<file path="src/rtl/gpu_host_pkg.sv">
// Shared types and constants for the host-to-GPU/DSP bridge.
package gpu_host_pkg;

   // Bridge sequencer states
   typedef enum logic [1:0] {
      IDLE   = 2'd0,
      WRREQ  = 2'd1,
      RDREQ  = 2'd2,
      RDDONE = 2'd3
   } state_t;

   // io_addr[1] encoding: the high half is addressed first
   localparam logic HALF_HI = 1'b0;
   localparam logic HALF_LO = 1'b1;

   // Widths of the default configuration (32-bit bus, 16-bit host address)
   localparam int DEF_DATA_W = 32;
   localparam int DEF_ADDR_W = 16;

   // Posted-write entry as seen by the default configuration
   typedef struct packed {
      logic [DEF_ADDR_W-3:0] addr;
      logic [DEF_DATA_W-1:0] data;
   } wr_entry_t;

endpackage

</file>
<file path="src/rtl/gpu_host_wfifo.sv">
// Small synchronous FIFO holding posted host writes {word address, data}.
module gpu_host_wfifo #(
   parameter int WIDTH = 46,
   parameter int DEPTH = 4
) (
   input  logic                       clk,
   input  logic                       rst_n,
   input  logic                       push,
   input  logic [WIDTH-1:0]           din,
   input  logic                       pop,
   output logic [WIDTH-1:0]           dout,
   output logic                       full,
   output logic                       empty,
   output logic [$clog2(DEPTH+1)-1:0] level
);

   localparam int PTR_W = $clog2(DEPTH);
   localparam int LVL_W = $clog2(DEPTH+1);

   logic [WIDTH-1:0] mem [DEPTH];
   logic [PTR_W-1:0] wr_ptr_reg;
   logic [PTR_W-1:0] rd_ptr_reg;
   logic [LVL_W-1:0] count_reg;
   logic             push_ok;
   logic             pop_ok;

   // Full/empty come from the registered count only, so a pop never frees a slot the same cycle
   assign full    = (count_reg == LVL_W'(DEPTH));
   assign empty   = (count_reg == '0);
   assign level   = count_reg;
   assign push_ok = push & ~full;
   assign pop_ok  = pop & ~empty;
   assign dout    = mem[rd_ptr_reg];

   // Pointers wrap naturally (DEPTH is a power of two); count tracks push minus pop
   always_ff @(posedge clk or negedge rst_n) begin
      if (!rst_n) begin
         wr_ptr_reg <= '0;
         rd_ptr_reg <= '0;
         count_reg  <= '0;
      end else begin
         if (push_ok) wr_ptr_reg <= wr_ptr_reg + PTR_W'(1);
         if (pop_ok)  rd_ptr_reg <= rd_ptr_reg + PTR_W'(1);
         count_reg <= count_reg + LVL_W'(push_ok) - LVL_W'(pop_ok);
      end
   end

   // Storage array; contents need no reset because the pointers define validity
   always_ff @(posedge clk) begin
      if (push_ok) mem[wr_ptr_reg] <= din;
   end

endmodule

</file>
<file path="src/rtl/gpu_host_bridge.sv">
// Host I/O to GPU/DSP local-bus bridge: half-word write assembly, posted write
// FIFO, and split reads served from a low-half latch when possible.
module gpu_host_bridge
   import gpu_host_pkg::*;
#(
   parameter int DATA_W = 32,
   parameter int ADDR_W = 16,
   parameter int DEPTH  = 4
) (
   input  logic                       sys_clk,
   input  logic                       reset_n,
   input  logic [ADDR_W-1:0]          io_addr,
   input  logic                       iowr,
   input  logic                       iord,
   input  logic                       big_io,
   input  logic [DATA_W-1:0]          dwrite,
   output logic                       io_wait,
   output logic [DATA_W-1:0]          dread_out,
   output logic                       dread_oe,
   output logic [ADDR_W-3:0]          cpuaddr,
   output logic [DATA_W-1:0]          cpudata,
   output logic                       cpuwr,
   output logic                       ioreq,
   input  logic                       ack,
   input  logic [DATA_W-1:0]          mem_data,
   output logic [$clog2(DEPTH+1)-1:0] fifo_level
);

   localparam int HOST_W = DATA_W / 2;
   localparam int WA_W   = ADDR_W - 2;
   localparam int ENT_W  = WA_W + DATA_W;
   localparam int LVL_W  = $clog2(DEPTH+1);

   state_t            state_reg, state_next;
   logic [WA_W-1:0]   word_addr;
   logic              half_sel;
   logic              addr_unused;
   logic              fifo_full, fifo_empty;
   logic [LVL_W-1:0]  level_int;
   logic [ENT_W-1:0]  fifo_din, fifo_dout;
   logic [WA_W-1:0]   head_addr;
   logic [DATA_W-1:0] head_data;
   logic [DATA_W-1:0] push_data;
   logic              push_en, hi_latch_en, pop_en;
   logic              lo_hit, rd_start;

   logic [HOST_W-1:0] hi_hold_reg;
   logic [HOST_W-1:0] lo_latch_reg;
   logic [WA_W-1:0]   lo_addr_reg;
   logic              lo_valid_reg;
   logic [WA_W-1:0]   rd_addr_reg;
   logic              rd_big_reg;
   logic              rd_half_reg;
   logic [DATA_W-1:0] rd_data_reg;

   assign word_addr   = io_addr[ADDR_W-1:2];
   assign half_sel    = io_addr[1];
   assign addr_unused = io_addr[0];

   // A high-half strobe only fills hi_hold; full words and low halves are posted
   assign push_en     = iowr & ~fifo_full & (big_io | (half_sel == HALF_LO));
   assign hi_latch_en = iowr & ~fifo_full & ~big_io & (half_sel == HALF_HI);
   assign push_data   = big_io ? dwrite : {hi_hold_reg, dwrite[HOST_W-1:0]};
   assign fifo_din    = {word_addr, push_data};
   assign head_addr   = fifo_dout[ENT_W-1:DATA_W];
   assign head_data   = fifo_dout[DATA_W-1:0];
   assign pop_en      = (state_reg == WRREQ) & ack;
   assign fifo_level  = level_int;

   // Second half of a split read whose word was just fetched needs no bus cycle
   assign lo_hit   = ~big_io & (half_sel == HALF_LO) & lo_valid_reg & (word_addr == lo_addr_reg);
   // Reads wait for the FIFO to drain, including a write accepted this very cycle
   assign rd_start = (state_reg == IDLE) & fifo_empty & iord & ~push_en;

   assign io_wait = (iowr & fifo_full) | (iord & ~dread_oe);

   gpu_host_wfifo #(
      .WIDTH (ENT_W),
      .DEPTH (DEPTH)
   ) u_wfifo (
      .clk   (sys_clk),
      .rst_n (reset_n),
      .push  (push_en),
      .din   (fifo_din),
      .pop   (pop_en),
      .dout  (fifo_dout),
      .full  (fifo_full),
      .empty (fifo_empty),
      .level (level_int)
   );

   // State register; reset returns to IDLE so ioreq drops immediately
   always_ff @(posedge sys_clk or negedge reset_n) begin
      if (!reset_n) state_reg <= IDLE;
      else          state_reg <= state_next;
   end

   // Next-state and local-bus / host-read outputs
   always_comb begin
      state_next = state_reg;
      ioreq      = 1'b0;
      cpuwr      = 1'b0;
      cpuaddr    = '0;
      cpudata    = '0;
      dread_oe   = 1'b0;
      dread_out  = '0;
      case (state_reg)
         IDLE: begin
            if (!fifo_empty)   state_next = WRREQ;
            else if (rd_start) state_next = lo_hit ? RDDONE : RDREQ;
         end
         WRREQ: begin
            ioreq   = 1'b1;
            cpuwr   = 1'b1;
            cpuaddr = head_addr;
            cpudata = head_data;
            if (ack) state_next = ((level_int > LVL_W'(1)) || push_en) ? WRREQ : IDLE;
         end
         RDREQ: begin
            ioreq   = 1'b1;
            cpuaddr = rd_addr_reg;
            if (ack) state_next = RDDONE;
         end
         RDDONE: begin
            dread_oe = 1'b1;
            if (rd_big_reg)                dread_out = rd_data_reg;
            else if (rd_half_reg == HALF_HI) dread_out = {{HOST_W{1'b0}}, rd_data_reg[DATA_W-1:HOST_W]};
            else                           dread_out = {{HOST_W{1'b0}}, rd_data_reg[HOST_W-1:0]};
            state_next = IDLE;
         end
         default: state_next = IDLE;
      endcase
   end

   // Write-assembly, read-request capture and low-half latch bookkeeping
   always_ff @(posedge sys_clk or negedge reset_n) begin
      if (!reset_n) begin
         hi_hold_reg  <= '0;
         lo_latch_reg <= '0;
         lo_addr_reg  <= '0;
         lo_valid_reg <= 1'b0;
         rd_addr_reg  <= '0;
         rd_big_reg   <= 1'b0;
         rd_half_reg  <= 1'b0;
         rd_data_reg  <= '0;
      end else begin
         if (hi_latch_en) hi_hold_reg <= dwrite[HOST_W-1:0];
         if (rd_start) begin
            rd_addr_reg <= word_addr;
            rd_big_reg  <= big_io;
            rd_half_reg <= half_sel;
            if (lo_hit) begin
               rd_data_reg  <= {{HOST_W{1'b0}}, lo_latch_reg};
               lo_valid_reg <= 1'b0;
            end
         end
         if ((state_reg == RDREQ) && ack) begin
            rd_data_reg  <= mem_data;
            lo_latch_reg <= mem_data[HOST_W-1:0];
            lo_addr_reg  <= rd_addr_reg;
            lo_valid_reg <= 1'b1;
         end
         // A newer write to the latched word makes the latch stale; this wins over a fill
         if (push_en && (word_addr == lo_addr_reg)) lo_valid_reg <= 1'b0;
      end
   end

endmodule

</file>
<file path="config.mk">
export PLATFORM = sky130hd
export DESIGN_NAME = gpu_host_bridge
export DESIGN_NICKNAME = d
export VERILOG_FILES = /design/src/rtl/gpu_host_pkg.sv /design/src/rtl/gpu_host_wfifo.sv /design/src/rtl/gpu_host_bridge.sv
export SDC_FILE = /design/constraint.sdc
export NUM_CORES = 1
export LEC_CHECK = 0
export ABC_AREA = 1
export ABC_CLOCK_PERIOD_IN_PS = 3100
export CAP_MARGIN = 30
export CELL_PAD_IN_SITES_DETAIL_PLACEMENT = 1
export CELL_PAD_IN_SITES_GLOBAL_PLACEMENT = 1
export CORE_MARGIN = 1.5
export CORE_UTILIZATION = 39
export DETAILED_ROUTE_END_ITERATION = 12
export HOLD_SLACK_MARGIN = 0.06
export PLACE_DENSITY = 0.77
export SLEW_MARGIN = 20
export SYNTH_ARGS = -nofsm -noshare
export SYNTH_HDL_FRONTEND = slang
export SYNTH_SLANG_ARGS = --single-unit
</file>
<file path="constraint.sdc">
create_clock -name sys_clk -period 3.1 [get_ports sys_clk]
set_input_delay 0.465 -clock sys_clk [delete_from_list [all_inputs] [get_ports sys_clk]]
set_output_delay 0.465 -clock sys_clk [all_outputs]
set_load 0.05 [all_outputs]
</file>
# == Word level (Yosys, flattened, before mapping) ==
# Memories as Yosys holds them, arrays and structs flattened.
# Cells that the tools add are included.
# totals
in_bits,86
ramBits,184
mem_count,1
register_bits,104
# op_classes
order_cmp,1
reduce_logical,13
mux,25
eq_ne,8
addsub,4
bitwise_logic,23
# mem_list
name,words,word_bits,read_ports,rd_ports_with_merged_regs,write_ports,line_no,source
u_wfifo.mem,4,46,1,0,1,gpu_host_wfifo.sv:20,logic [WIDTH-1:0] mem [DEPTH];
# ops
op,count
$mux W32,7
$pmux W14 S2,1
$mux W16,1
$and A1 B1 Y1,15
$eq A14 B14 Y1,1
$mux W1,11
$mux W2,4
$pmux W2 S4,1
$not A1 Y1,6
$reduce_bool A3 Y1,2
$add A2 B1 Y2 const B,2
$eq A2 B2 Y1 const B,2
$ne A2 B2 Y1 const B,2
$reduce_and A2 Y1,2
$reduce_bool A2 Y1,2
$add A3 B1 Y3,1
$eq A3 B3 Y1 const B,1
$gt A3 B1 Y1 const B,1
$logic_not A3 Y1,1
$ne A3 B3 Y1 const B,1
$reduce_and A3 Y1,1
$sub A3 B1 Y3,1
$eq A2 B1 Y1 const B,1
$logic_and A1 B1 Y1,2
other kinds (4),5

# == Depth between registers and ports, before layout ==
# Gate-level depths: netlist (run 1).
# depth
word_depth,9
depth_mapped,12

# == Cells and area by module ==
# Synthesis (run 1) repeated with hierarchy kept, for this count alone.
# unflattened
hier_cells,1338
area_unflattened_um2,12787.3
# by_module_without_submodules
module,seq_area_each_um2,area_each_um2,instances,cells_per_inst
gpu_host_wfifo,5700.5,7671.1,1,641
gpu_host_bridge,2427.3,5116.2,1,697

# == Worst setup path before layout (run 1) ==
# No wires, ideal clock.
# synth_timing
path_type,register to register
startpoint,"register u_wfifo.count_reg[1], in the netlist u_wfifo.level[1]"
endpoint,memory u_wfifo.mem[0][0] (enable)
stages_incl_launch_ff,5
n_path_buf,0
setup_time_ns,0.450
required_time_ns,2.650
slack_ns,-0.407
arrival_time_ns,3.058
cell_sequence,dfrtp_1 inv_2 nand3_2 nand3b_4 nor2_1
# synth_between
elab_chain_len,7
# synth_lines
element,line_no,source
start: declaration,gpu_host_wfifo.sv:23,logic [LVL_W-1:0] count_reg;
start signal: assignment,gpu_host_wfifo.sv:44,count_reg <= count_reg + LVL_W'(push_ok) - LVL_W'(pop_ok);
$eq A3 B3 Y1 (*),gpu_host_wfifo.sv:28,assign full = (count_reg == LVL_W'(DEPTH));
$not A1 Y1 (*),"gpu_host_wfifo.sv:31, gpu_host_bridge.sv:61",
$and A1 B1 Y1 (2 in series),gpu_host_bridge.sv:61,assign push_en = iowr & ~fifo_full & (big_io | (half_sel == HALF_LO));
$and A1 B1 Y1 (*),gpu_host_wfifo.sv:31,assign push_ok = push & ~full;
$mux W1 (*),gpu_host_wfifo.sv:50,if (push_ok) mem[wr_ptr_reg] <= din;
$mux W1 (not written as such) (*),gpu_host_wfifo.sv:50,
end: declaration,gpu_host_wfifo.sv:20,
# Mark *: on every way between the ends. The rest lies on a longest branch, timed or not.

# == Worst setup path after layout (run 1) ==
# layout_timing
startpoint,register rd_big_reg
endpoint,output port dread_out[3]
# layout_between
elab_chain_len,2
# layout_lines
element,line_no,source
start: declaration,gpu_host_bridge.sv:52,logic rd_big_reg;
start signal: assignment,gpu_host_bridge.sv:150,rd_big_reg <= big_io;
$mux W32,gpu_host_bridge.sv:126,if (rd_big_reg) dread_out = rd_data_reg;
$mux W32,gpu_host_bridge.sv:107,case (state_reg)
end: declaration,gpu_host_bridge.sv:18,"output logic [DATA_W-1:0] dread_out,"
# No other way between the ends.

==> out/metrics.sh, run 1 <==
STATUS='finished with violations'
VIOLATIONS_IN_THE_FINAL_REPORTS='design-rule violations'
AREA.GROWTH.SYNTH_TO_FINAL_PCT=30.8
POST_SYNTH_NUM_CELL_TYPES=32
ROUTE.ANTENNA.REMAINING_NETS=0
MET1_LENGTH_UM=14500
GRT_SETUP_UNREPAIRED='no'
CRIT_PATH_END_KIND='primary output'
GRT_USE_TOTAL=0.220
TIMING.HOLD.WS_NS=0.455
TIMING_HOLD_VIOLATIONS_FINAL=0
HPWL_AFTER_DETAILED_PLACEMENT_UM=23100
FINISH.CELL_COUNT_WITHOUT_FILLERS=1774
NETS=1452
CAP_VIOL_MAX_COUNT=0
SYN_AREA_PER_CELL_SQ_UM=10.4
POST-ROUTE-DRC-COUNT=8
GP_ROUTABILITY_CONGESTION=0.788
BOUNDARYPINS=171
CP-START-KIND='flip-flop'
VIA_COUNT=9199
ROWS=64
DIE_WIDTH_UM=180
REPORT.FINAL.SLEW_VIOL_COUNT=0
CLOCK_TREE_FROM_TRITONCTS='yes'
POSTSYNTHCELLCOUNT=1183
SYNTH.YOSYS.SEQ_AREA_SHARE=0.664
HOLD_PATH_CLASS='in -> reg'
INITIAL_UTILIZATION=0.398
HTREEDEPTH=1
TIMING.CRITICAL_PATH.CELLS='nor2_1 -> buf_4 -> o21ai_0 -> a21oi_1 -> clkdlybuf4s50_1'
FINISH.INSTANCE_AREA_SQ_UM=16000
LARGEST_REGISTER_FFS=184
CLOCK_TREE_SKEW_AFTER_FINAL_LAYOUT_NS=0.0103
CTS-ROOT-TO-SINK-BUFFERS=3
ROUTED_VIA_DENSITY=5.19
CRITICAL_PATH_BUF_INV_COUNT=2
GRT_OVERFLOW=0
FINAL-SETUP-VIOL-COUNT=0
SYNTHESIS.NETS=1282
FRACTION_OF_LAYOUT_CELLS_WITH_A_SIZE_SUFFIX_ABOVE_1=0.142
FINALWORSTSETUPSLACK_NS=0.120
PEAKVDDDROP_uV=518
CRITICAL_PATH_MAX_STAGE_DELAY_NS=0.84
CRITPATHREQUIREDTIME_NS=2.63
MAPPEDNETLISTAREA_SQ_UM=12200
ROUTEDWLPERCELL_UM=19.9
MIN_PERIOD_OVER_PERIOD=0.961
DETAIL_ROUTE.WIRELENGTH_UM=35300
TIMING.FMAX_MHz=336
GRT_START_MAX_NET_PINS=53
POSTCTSSETUPBUFFERS=0
FILL_CELLS=3324
DP_SLACK_NS=0.386
ARRIVAL_NS=2.51
FINAL_CORE_UTILIZATION=0.521
CORE_REGION_AREA_SQ_UM=30700
CPLARGESTDELAYFAMILY='buffers and inverters'
SLEW_HEADROOM=0.487
CLK_PIN_SLEW_WORST_PATHS_NS=0.06
PATH_MAX_FANOUT=32
PLACE.PORT_BUFFERS=169
CTS.ROOT.BUFFER_CELL='clkbuf_16'
CRITICAL_PATH.SLOWEST_CELL='clkdlybuf4s50_1'
WORST-SLEW-PIN-TRANSITION_NS=0.770
DR.FIRST_ITER.DRC_COUNT=487
STATIC-LEAKAGE-POWER_nW=6.70
LAYOUT_MIN_CYCLE_TIME_NS=2.98
DRT_PASS1_ITERATIONS=8
NUMBER_OF_BUFFERS_CREATED_BY_CTS=30
POSTPLACECELLAREA_SQ_UM=14900
TIMING_WORST_SETUP_PATH_TYPE='reg -> out'
GLOBAL_ROUTE_WIRE_LENGTH_BEFORE_REPAIR_UM=56100
P_PER_AREA_nW_PER_UM2=1060
WORSTSKEWPAIRLATENCY_NS=0.56
WL_MET2_UM=17600
CLOCK_SINKS=288
FIRST_GLOBAL_VIAS=10147
GRT_ANTENNA_BEFORE_REPAIR=1
SYNTH-SEQ-CELLS=288
CHIPHEIGHT_UM=180
MET3_ROUTED_WIRELENGTH_UM=2270
SETUP_TNS_NS=0
FP.DIEAREA_SQ_UM=32500
NUMPLACEDINSTANCES=1716
ROUTE.TOP_LAYER_USED='met4'
YOSYS_WARNINGS=0
DESIGN_POWER_TOTAL_mW=17.0
[synth_stat cells (all sizes together)]
cell type / count / area (sq um)
nand2: 297 / 1130
nor2: 191 / 724
edfxtp: 184 / 5530
o21ai: 135 / 676
dfrtp: 104 / 2600
a21oi: 65 / 325
inv: 63 / 236
clkbuf: 35 / 131
buf: 28 / 170
nand3: 22 / 125
mux2: 17 / 191
o22ai: 15 / 93.8
ha: 12 / 150
xor2: 5 / 43.8
nand4: 2 / 27.5
nor3: 2 / 21.3
xnor2: 2 / 17.5
fa: 1 / 20.0
nand3b: 1 / 20.0
o211ai: 1 / 7.51
or2: 1 / 6.26
[tightest hold or removal path, delay by kind of cell]
family | cells | cell delay, ns
buffers and inverters | 1 | 0.40
AND/OR/NAND/NOR | 2 | 0.10
[final timing paths]
path | from | endpoint | slack, ns | cells past startpoint
max | rd_big_reg | dread_out[3] | 0.12 | 5
min | mem_data[21] | rd_data_reg[21] | 0.45 | 3
max reg2reg | state_reg[1] | u_wfifo.level[2] | 0.63 | 10
min reg2reg | rd_data_reg[27] | rd_data_reg[27] | 0.47 | 2
max in group asynchronous | reset_n | rd_addr_reg[3] | 1.69 | 4
min in group asynchronous | reset_n | rd_data_reg[23] | 0.51 | 2
[power breakdown]
| group | total [mW] | internal, mW | switching (mW) | leakage (nW) |
|---|---|---|---|---|
| combinational | 7.51 | 2.66 | 4.85 | 3.20 |
| clock | 3.95 | 2.44 | 1.51 | 0.539 |
| sequential | 5.56 | 5.09 | 0.472 | 2.96 |
[placed cells by master (no fill, tap or decap), types with 3 or more instances in the layout]
cell | synthesis | layout
edfxtp_1 | 184 | 184
dfrtp_1 | 104 | 103
o21ai_1 | 6 | 6
buf_4 | 3 | 50
nand3_2 | 3 | 3
clkdlybuf4s50_1 | 0 | 90
mux2_2 | 17 | 17
o22ai_1 | 15 | 15
clkbuf_1 | 35 | 4
nor2_1 | 188 | 184
clkbuf_8 | 0 | 5
inv_1 | 58 | 57
xor2_1 | 5 | 5
nand2_1 | 294 | 293
buf_12 | 0 | 53
nor2_2 | 3 | 3
ha_1 | 12 | 12
bufinv_16 | 0 | 6
a21oi_1 | 65 | 65
clkbuf_16 | 0 | 31
o21ai_0 | 129 | 129
nor2_4 | 0 | 4
nand3_1 | 19 | 19
clkinv_2 | 0 | 5
dlymetal6s2s_1 | 0 | 6
inv_2 | 5 | 4
[final cells by class]
cell class | count | area, sq um | share of cell area
diodes | 1 | 2.50 | 0.000156
clock buffers | 40 | 860 | 0.0537
clock inverters | 16 | 238 | 0.0148
inverters | 63 | 243 | 0.0152
multi-input cells | 769 | 3610 | 0.226
flip-flops and latches | 288 | 8130 | 0.508
well taps | 396 | 495 | 0.0309
repair buffers | 201 | 2430 | 0.152
[routing by layer]
metal  vias to the layer above  track usage
li1                       4287            -
met1                      4589        0.271
met2                       268        0.389
met3                        55       0.0437
met4                         0       0.0659
met5                         -            0
[cell families after synthesis]
logic type                 Yosys count  share of synthesized area
buffers and inverters              126                     0.0439
adders and majority gates           13                     0.0139
and+or+nand+nor                    516                      0.168
xor gates and xnor gates             7                    0.00501
DFF                                288                      0.664
muxes                               17                     0.0156
AOI/OAI and AO/OA                  216                     0.0900
[timing repair]
action / 4_1_cts / 5_1_grt
pin swaps: 0 / 0
setup endpoints to repair: 2 / 32
endpoints found under the hold margin: 47 / 0
resized for setup: 1 / 10
hold buffers: 1 / 0
No activity file was read; power rests on OpenSTA's default activity.
==> run 2, diff against run 1 <==
--- a/config.mk
+++ b/config.mk
@@ -10,9 +10,12 @@
 export CAP_MARGIN = 30
 export CELL_PAD_IN_SITES_DETAIL_PLACEMENT = 1
 export CELL_PAD_IN_SITES_GLOBAL_PLACEMENT = 1
+export CORE_ASPECT_RATIO = 1.75
 export CORE_MARGIN = 1.5
 export CORE_UTILIZATION = 39
+export CTS_CLUSTER_DIAMETER = 120
 export DETAILED_ROUTE_END_ITERATION = 12
+export GPL_TIMING_DRIVEN = 0
 export HOLD_SLACK_MARGIN = 0.06
 export PLACE_DENSITY = 0.77
 export SLEW_MARGIN = 20
==> run 2 against run 1 <==
The flow now finishes without violations. Total power is 7.0% lower. Non-clock buffer count increased by 39. Via count up 1.4%. Setup slack got worse by 0.031 ns. Flip-flop and latch count unchanged. Count of clock-buffer cells in the layout decreased by 9. Sequential share of layout area up 1.9 points. Global-route usage is 1.7 points higher. Core utilization shrank 2.0 points. Worst hold slack lost 0.057 ns.
==> out/metrics.sh, run 2 (synthesis gave the netlist of run 1 again) <==
CRITICAL_PATH_MAX_STAGE_DELAY_NS=0.46
GRT_USE_TOTAL=0.237
CHIPHEIGHT_UM=237
AREA.GROWTH.SYNTH_TO_FINAL_PCT=26.1
TIMING_HOLD_VIOLATIONS_FINAL=0
DR.FIRST_ITER.DRC_COUNT=403
WORSTSKEWPAIRLATENCY_NS=0.55
ROWS=85
NUMBER_OF_BUFFERS_CREATED_BY_CTS=27
WORST-SLEW-PIN-TRANSITION_NS=0.678
CAP_VIOL_MAX_COUNT=0
CTS.ROOT.BUFFER_CELL='clkbuf_16'
POWER_SWITCHING_SHARE=0.429
SLEW_HEADROOM=0.547
CLK_PIN_SLEW_WORST_PATHS_NS=0.07
CP-START-KIND='flip-flop'
REGTOREGSTARTPOINT='state_reg[1]'
CTS-ROOT-TO-SINK-BUFFERS=3
POSTCTSSETUPBUFFERS=0
CRIT_PATH_END_KIND='primary output'
MOST_COMMON_LIBRARY_CELL_IN_THE_LAYOUT_IGNORING_FILL_AND_TAPS='nand2_1'
HTREEDEPTH=1
CPMOSTUSEDCELL='buf_2'
STATUS='finished clean'
NUM_ANTENNA_CELLS=0
ROUTE.ANTENNA.REMAINING_NETS=0
REPORT.FINAL.SLEW_VIOL_COUNT=0
GP_ROUTABILITY_CONGESTION=0.811
STATIC-LEAKAGE-POWER_nW=6.63
POWER.INTERNAL_mW=9.04
CORE_REGION_AREA_SQ_UM=30800
POWER_FRAC_COMB=0.423
PATH_MAX_FANOUT=10
PEAKVDDDROP_uV=471
DRT_PASS1_ITERATIONS=5
FP.DIEAREA_SQ_UM=32500
DETAIL_ROUTE.WIRELENGTH_UM=37600
SHARE_OF_POWER_BURNED_IN_THE_CLOCK_NETWORK=0.226
TIMING_WORST_SETUP_PATH_TYPE='reg -> out'
NETS=1488
ROUTEDWLPERCELL_UM=20.9
POWER.SWITCHING_mW=6.80
GRT_ANTENNA_BEFORE_REPAIR=0
SETUP_TNS_NS=0
TIMING.HOLD.WS_NS=0.397
CLOCK_TREE_FROM_TRITONCTS='yes'
GRT_START_MAX_NET_PINS=77
ROUTED_VIA_DENSITY=5.18
CRITICAL_PATH_BUF_INV_COUNT=4
GLOBAL_ROUTE_WIRE_LENGTH_BEFORE_REPAIR_UM=58400
VIA_COUNT=9325
CRITICAL_PATH.SLOWEST_CELL='clkbuf_1'
HPWL_AFTER_DETAILED_PLACEMENT_UM=27300
PLACE.PORT_BUFFERS=168
DESIGN_POWER_TOTAL_mW=15.8
ARRIVAL_NS=2.55
TIMING.CRITICAL_PATH.CELLS='inv_2 -> buf_2 -> clkbuf_1 -> o21ai_0 -> a21oi_2 -> buf_2'
CLOCK_SINKS=288
LAYOUT_MIN_CYCLE_TIME_NS=3.01
FRACTION_OF_LAYOUT_CELLS_WITH_A_SIZE_SUFFIX_ABOVE_1=0.138
MOSTFREQUENTLAYOUTCELLS='nand2_1 (294), nor2_1 (184), edfxtp_1 (184)'
GRT_OVERFLOW=0
POWER.SEQUENTIAL.FRACTION=0.351
FIRST_GLOBAL_VIAS=10571
POST-ROUTE-DRC-COUNT=0
CPLARGESTDELAYFAMILY='buffers and inverters'
FILL_CELLS=3458
P_PER_AREA_nW_PER_UM2=1030
LARGEST_REGISTER_FFS=184
CLOCK_TREE_SKEW_AFTER_FINAL_LAYOUT_NS=0.0133
CRIT_START='u_wfifo.rd_ptr_reg[0]'
FINAL-SETUP-VIOL-COUNT=0
TIMING.FMAX_MHz=332
HOLD_PATH_CLASS='in -> async'
DIE_WIDTH_UM=137
CRITPATHREQUIREDTIME_NS=2.63
BOUNDARYPINS=171
FINAL_CORE_UTILIZATION=0.501
INITIAL_UTILIZATION=0.397
MIN_PERIOD_OVER_PERIOD=0.971
## run 2: final timing paths
check / endpoint / slack, ns / depth (start not counted)
max in group asynchronous: rd_data_reg[7] / 1.99 / 3
max: cpudata[23] / 0.09 / 6
min: hi_hold_reg[10] / 0.40 / 2
max reg2reg: u_wfifo.level[2] / 0.26 / 11
min reg2reg: rd_data_reg[24] / 0.47 / 2
min in group sys_clk: rd_data_reg[29] / 0.46 / 3
## run 2: what timing repair did
action | in CTS | in global routing
hold endpoints to repair | 28 | 0
gates resized for setup | 231 | 95
pin swaps | 0 | 0
endpoints found under the setup margin | 72 | 62
hold buffers | 1 | 0
## run 2: per-stage QoR
stage	std cells	instance area (sq um)	worst slack, ns
finish	1800	15400	0.0887
global route	1800	15400	-0.00466
CTS	1800	15500	0.00216
detailed placement	1751	14700	-0.126
global placement	1742	14400	-2.93
floorplan	1183	12200	-0.407
## run 2: worst reg2reg max path, cell delays in order, from the launching register on
cell	delay, ns
dfrtp_1	0.40
inv_1	0.13
ha_1	0.21
buf_2	0.24
inv_1	0.21
nor3_2	0.42
ha_1	0.31
inv_1	0.05
ha_1	0.14
inv_1	0.06
fa_1	0.40
xor2_1	0.17
## run 2: final cells by class
cell class	instances	area, sq um	share of cell area
sequential	288	8130	0.526
buffer	62	322	0.0208
tap	391	489	0.0317
inverter	63	236	0.0153
timing repair buffer	178	1690	0.109
clock buffer	31	691	0.0447
multi-input combinational	769	3640	0.236
clock inverter	18	249	0.0161
## run 2: routing by layer
metal,global-route usage,wire length (um),vias up
li1,-,-,4347
met1,0.241,13200,4616
met2,0.459,21200,276
met3,0.0377,1680,86
met4,0.109,1590,0
met5,0,0,-
## run 2: power groups by stage
| stage | Combinational, mW | Sequential (mW) | Clock [mW] |
|---|---|---|---|
| floorplan | 4.38 | 5.54 | 0 |
| global placement | 6.60 | 5.62 | 0 |
| detailed placement | 6.95 | 5.62 | 0 |
| CTS | 6.81 | 5.56 | 3.64 |
| global route | 7.26 | 5.64 | 3.76 |
| finish | 6.70 | 5.56 | 3.58 |
==> run 3, diff against run 2 <==
--- a/config.mk
+++ b/config.mk
@@ -7,7 +7,7 @@
 export LEC_CHECK = 0
 export ABC_AREA = 1
 export ABC_CLOCK_PERIOD_IN_PS = 3100
-export CAP_MARGIN = 30
+export CAP_MARGIN = 40
 export CELL_PAD_IN_SITES_DETAIL_PLACEMENT = 1
 export CELL_PAD_IN_SITES_GLOBAL_PLACEMENT = 1
 export CORE_ASPECT_RATIO = 1.75
==> run 3 against run 2 <==
Routed wire length up 1.9%. Clock skew up 0.0031 ns. Global-route usage up 0.49 points. Critical path type unchanged. Total power up 0.75%. Sequential share of layout area down 0.085 points. Highest routed layer unchanged. Setup slack worse by 0.018 ns. Final area up 0.16%.
==> out/metrics.sh, run 3 (synthesis gave the netlist of run 1 again) <==
STATUS='finished clean'
ROWS=85
GRT_USE_TOTAL=0.242
GP_ROUTABILITY_CONGESTION=0.811
GRT_START_MAX_NET_PINS=77
NUMBER_OF_BUFFERS_CREATED_BY_CTS=27
FF2FF_SETUP_SLACK_NS=0.27
TIMING_WORST_SETUP_PATH_TYPE='reg -> out'
REGTOREGSTARTPOINT='state_reg[1]'
R2R-END='u_wfifo.level[2]'
HTREEDEPTH=1
P_PER_AREA_nW_PER_UM2=1030
FINAL-SEQ-AREA_SQ_UM=8130
MIN_PERIOD_OVER_PERIOD=0.977
DR.FIRST_ITER.DRC_COUNT=405
TIMING.FMAX_MHz=330
BOUNDARYPINS=171
CRITPATHREQUIREDTIME_NS=2.63
PEAKVDDDROP_uV=498
CRIT_START='u_wfifo.rd_ptr_reg[0]'
POSTCTSSETUPBUFFERS=0
CTS.ROOT.BUFFER_CELL='clkbuf_16'
CHIPHEIGHT_UM=237
FINISH.INSTANCE_AREA_SQ_UM=15500
CRIT_PATH_END_KIND='primary output'
FRACTION_OF_LAYOUT_CELLS_WITH_A_SIZE_SUFFIX_ABOVE_1=0.141
CORE_REGION_AREA_SQ_UM=30800
LARGEST_REGISTER_FFS=184
MOST_COMMON_LIBRARY_CELL_IN_THE_LAYOUT_IGNORING_FILL_AND_TAPS='nand2_1'
ROUTEDWLPERCELL_UM=21.3
CLOCK_TREE_SKEW_AFTER_FINAL_LAYOUT_NS=0.0164
CTS-ROOT-TO-SINK-BUFFERS=3
CPLARGESTDELAYFAMILY='buffers and inverters'
NETS=1488
MOSTFREQUENTLAYOUTCELLS='nand2_1 (294), nor2_1 (184), edfxtp_1 (184)'
HPWL_AFTER_DETAILED_PLACEMENT_UM=27400
GRT_SETUP_UNREPAIRED='no'
FILL_CELLS=3432
FP.DIEAREA_SQ_UM=32500
FIRST_GLOBAL_VIAS=10547
PLACE.PORT_BUFFERS=168
POSTPLACECELLAREA_SQ_UM=14700
CP-START-KIND='flip-flop'
REPORT.FINAL.SLEW_VIOL_COUNT=0
CAP_VIOL_MAX_COUNT=0
FINAL-SETUP-VIOL-COUNT=0
PATH_DEPTH=8
POST-ROUTE-DRC-COUNT=0
MULTIINPUTGATEAREA_SQ_UM=3630
CRITICAL_PATH_BUF_INV_COUNT=4
TIMING_HOLD_VIOLATIONS_FINAL=0
PATH_MAX_FANOUT=10
LAYOUT_MIN_CYCLE_TIME_NS=3.03
VIA_COUNT=9344
DRT_PASS1_ITERATIONS=4
CLK_PIN_SLEW_WORST_PATHS_NS=0.07
SETUP_TNS_NS=0
GRT_ANTENNA_BEFORE_REPAIR=1
CLOCK_TREE_FROM_TRITONCTS='yes'
WORST_R2R_PATH_DEPTH=11
TIMING.CRITICAL_PATH.CELLS='inv_2 -> buf_2 -> clkbuf_4 -> o21ai_0 -> o22ai_1 -> nand2_1 -> a21oi_1 -> buf_4'
INITIAL_UTILIZATION=0.397
ARRIVAL_NS=2.56
WORSTSKEWPAIRLATENCY_NS=0.55
SLEW_HEADROOM=0.557
ROUTED_VIA_DENSITY=5.19
GLOBAL_ROUTE_WIRE_LENGTH_BEFORE_REPAIR_UM=59100
CRITICAL_PATH.ENDPOINT='cpuaddr[4]'
CLOCK_SINKS=288
FINISH.CELL_COUNT_WITHOUT_FILLERS=1800
CRITICAL_PATH.SLOWEST_CELL='dfrtp_1'
WORST-SLEW-PIN-TRANSITION_NS=0.662
HOLD_PATH_CLASS='in -> async'
GRT_OVERFLOW=0
STATIC-LEAKAGE-POWER_nW=6.66
NUMPLACEDINSTANCES=1751
CRITICAL_PATH_MAX_STAGE_DELAY_NS=0.46
AREA.GROWTH.SYNTH_TO_FINAL_PCT=26.3
ROUTE.ANTENNA.REMAINING_NETS=0
DETAIL_ROUTE.WIRELENGTH_UM=38300
DIE_WIDTH_UM=137
==> run 3: cell types whose count changed in the layout (fill, tap and decap cells not counted), moves of 2 or more <==
cell             before  now
buf_2                51   48
buf_4                 9   12
clkbuf_1             26   20
clkbuf_2             19   27
clkbuf_4              9    6
clkdlybuf4s15_1       3    0
clkdlybuf4s15_2       3    5
clkinv_4              0    3
clkinvlp_4            3    1
dlygate4sd2_1        11   14
==> run 3: worst min-delay path by stage <==
stage                          startpoint         endpoint  slack [ns]  depth (start not counted)
after floorplan                   reset_n   hi_hold_reg[0]        0.17                          0
after global placement    rd_data_reg[18]  rd_data_reg[18]        0.45                          2
after detailed placement          reset_n   lo_addr_reg[7]        0.38                          1
after CTS                         reset_n   lo_addr_reg[7]        0.39                          2
after global routing              reset_n   lo_addr_reg[7]        0.40                          2
final                             reset_n   lo_addr_reg[7]        0.39                          2
==> run 3: routing by layer <==
metal,GRT usage,part of all wire,vias up
li1,-,-,4357
met1,0.242,0.34,4627
met2,0.470,0.57,277
met3,0.0373,0.047,83
met4,0.119,0.049,0
met5,0,0,-
==> run 3: per-stage QoR <==
stage / utilization / setup slack, ns / hold WS, ns / total power, mW
floorplan: - / -0.407 / 0.169 / 9.92
global placement: 0.468 / -2.93 / 0.454 / 12.2
detailed placement: 0.476 / -0.122 / 0.384 / 12.6
CTS: 0.505 / 0.00360 / 0.391 / 16.2
global route: 0.502 / 0.000330 / 0.402 / 16.8
finish: 0.502 / 0.0705 / 0.393 / 16.0
==> run 3: final cells by class <==
| type | count | share of cell area |
|---|---|---|
| flip-flops and latches | 288 | 0.525 |
| multi-input cells | 769 | 0.235 |
| repair buffers | 178 | 0.109 |
| clock buffers | 31 | 0.0447 |
| well taps | 391 | 0.0316 |
| plain buffers | 62 | 0.0216 |
| clock inverters | 17 | 0.0176 |
| inverters | 63 | 0.0153 |
| diodes | 1 | 0.000162 |
==> run 3: report_power, final <==
part / switching [mW] / internal [mW]
combinational: 4.86 / 1.86
sequential: 0.478 / 5.08
clock: 1.49 / 2.19
==> run 3: repair_timing <==
action                     in CTS  in global routing
hold endpoints to repair       28                  0
setup endpoints to repair      71                 62
resized for setup             228                 90
cloned                          0                  0
hold buffers                    1                  0
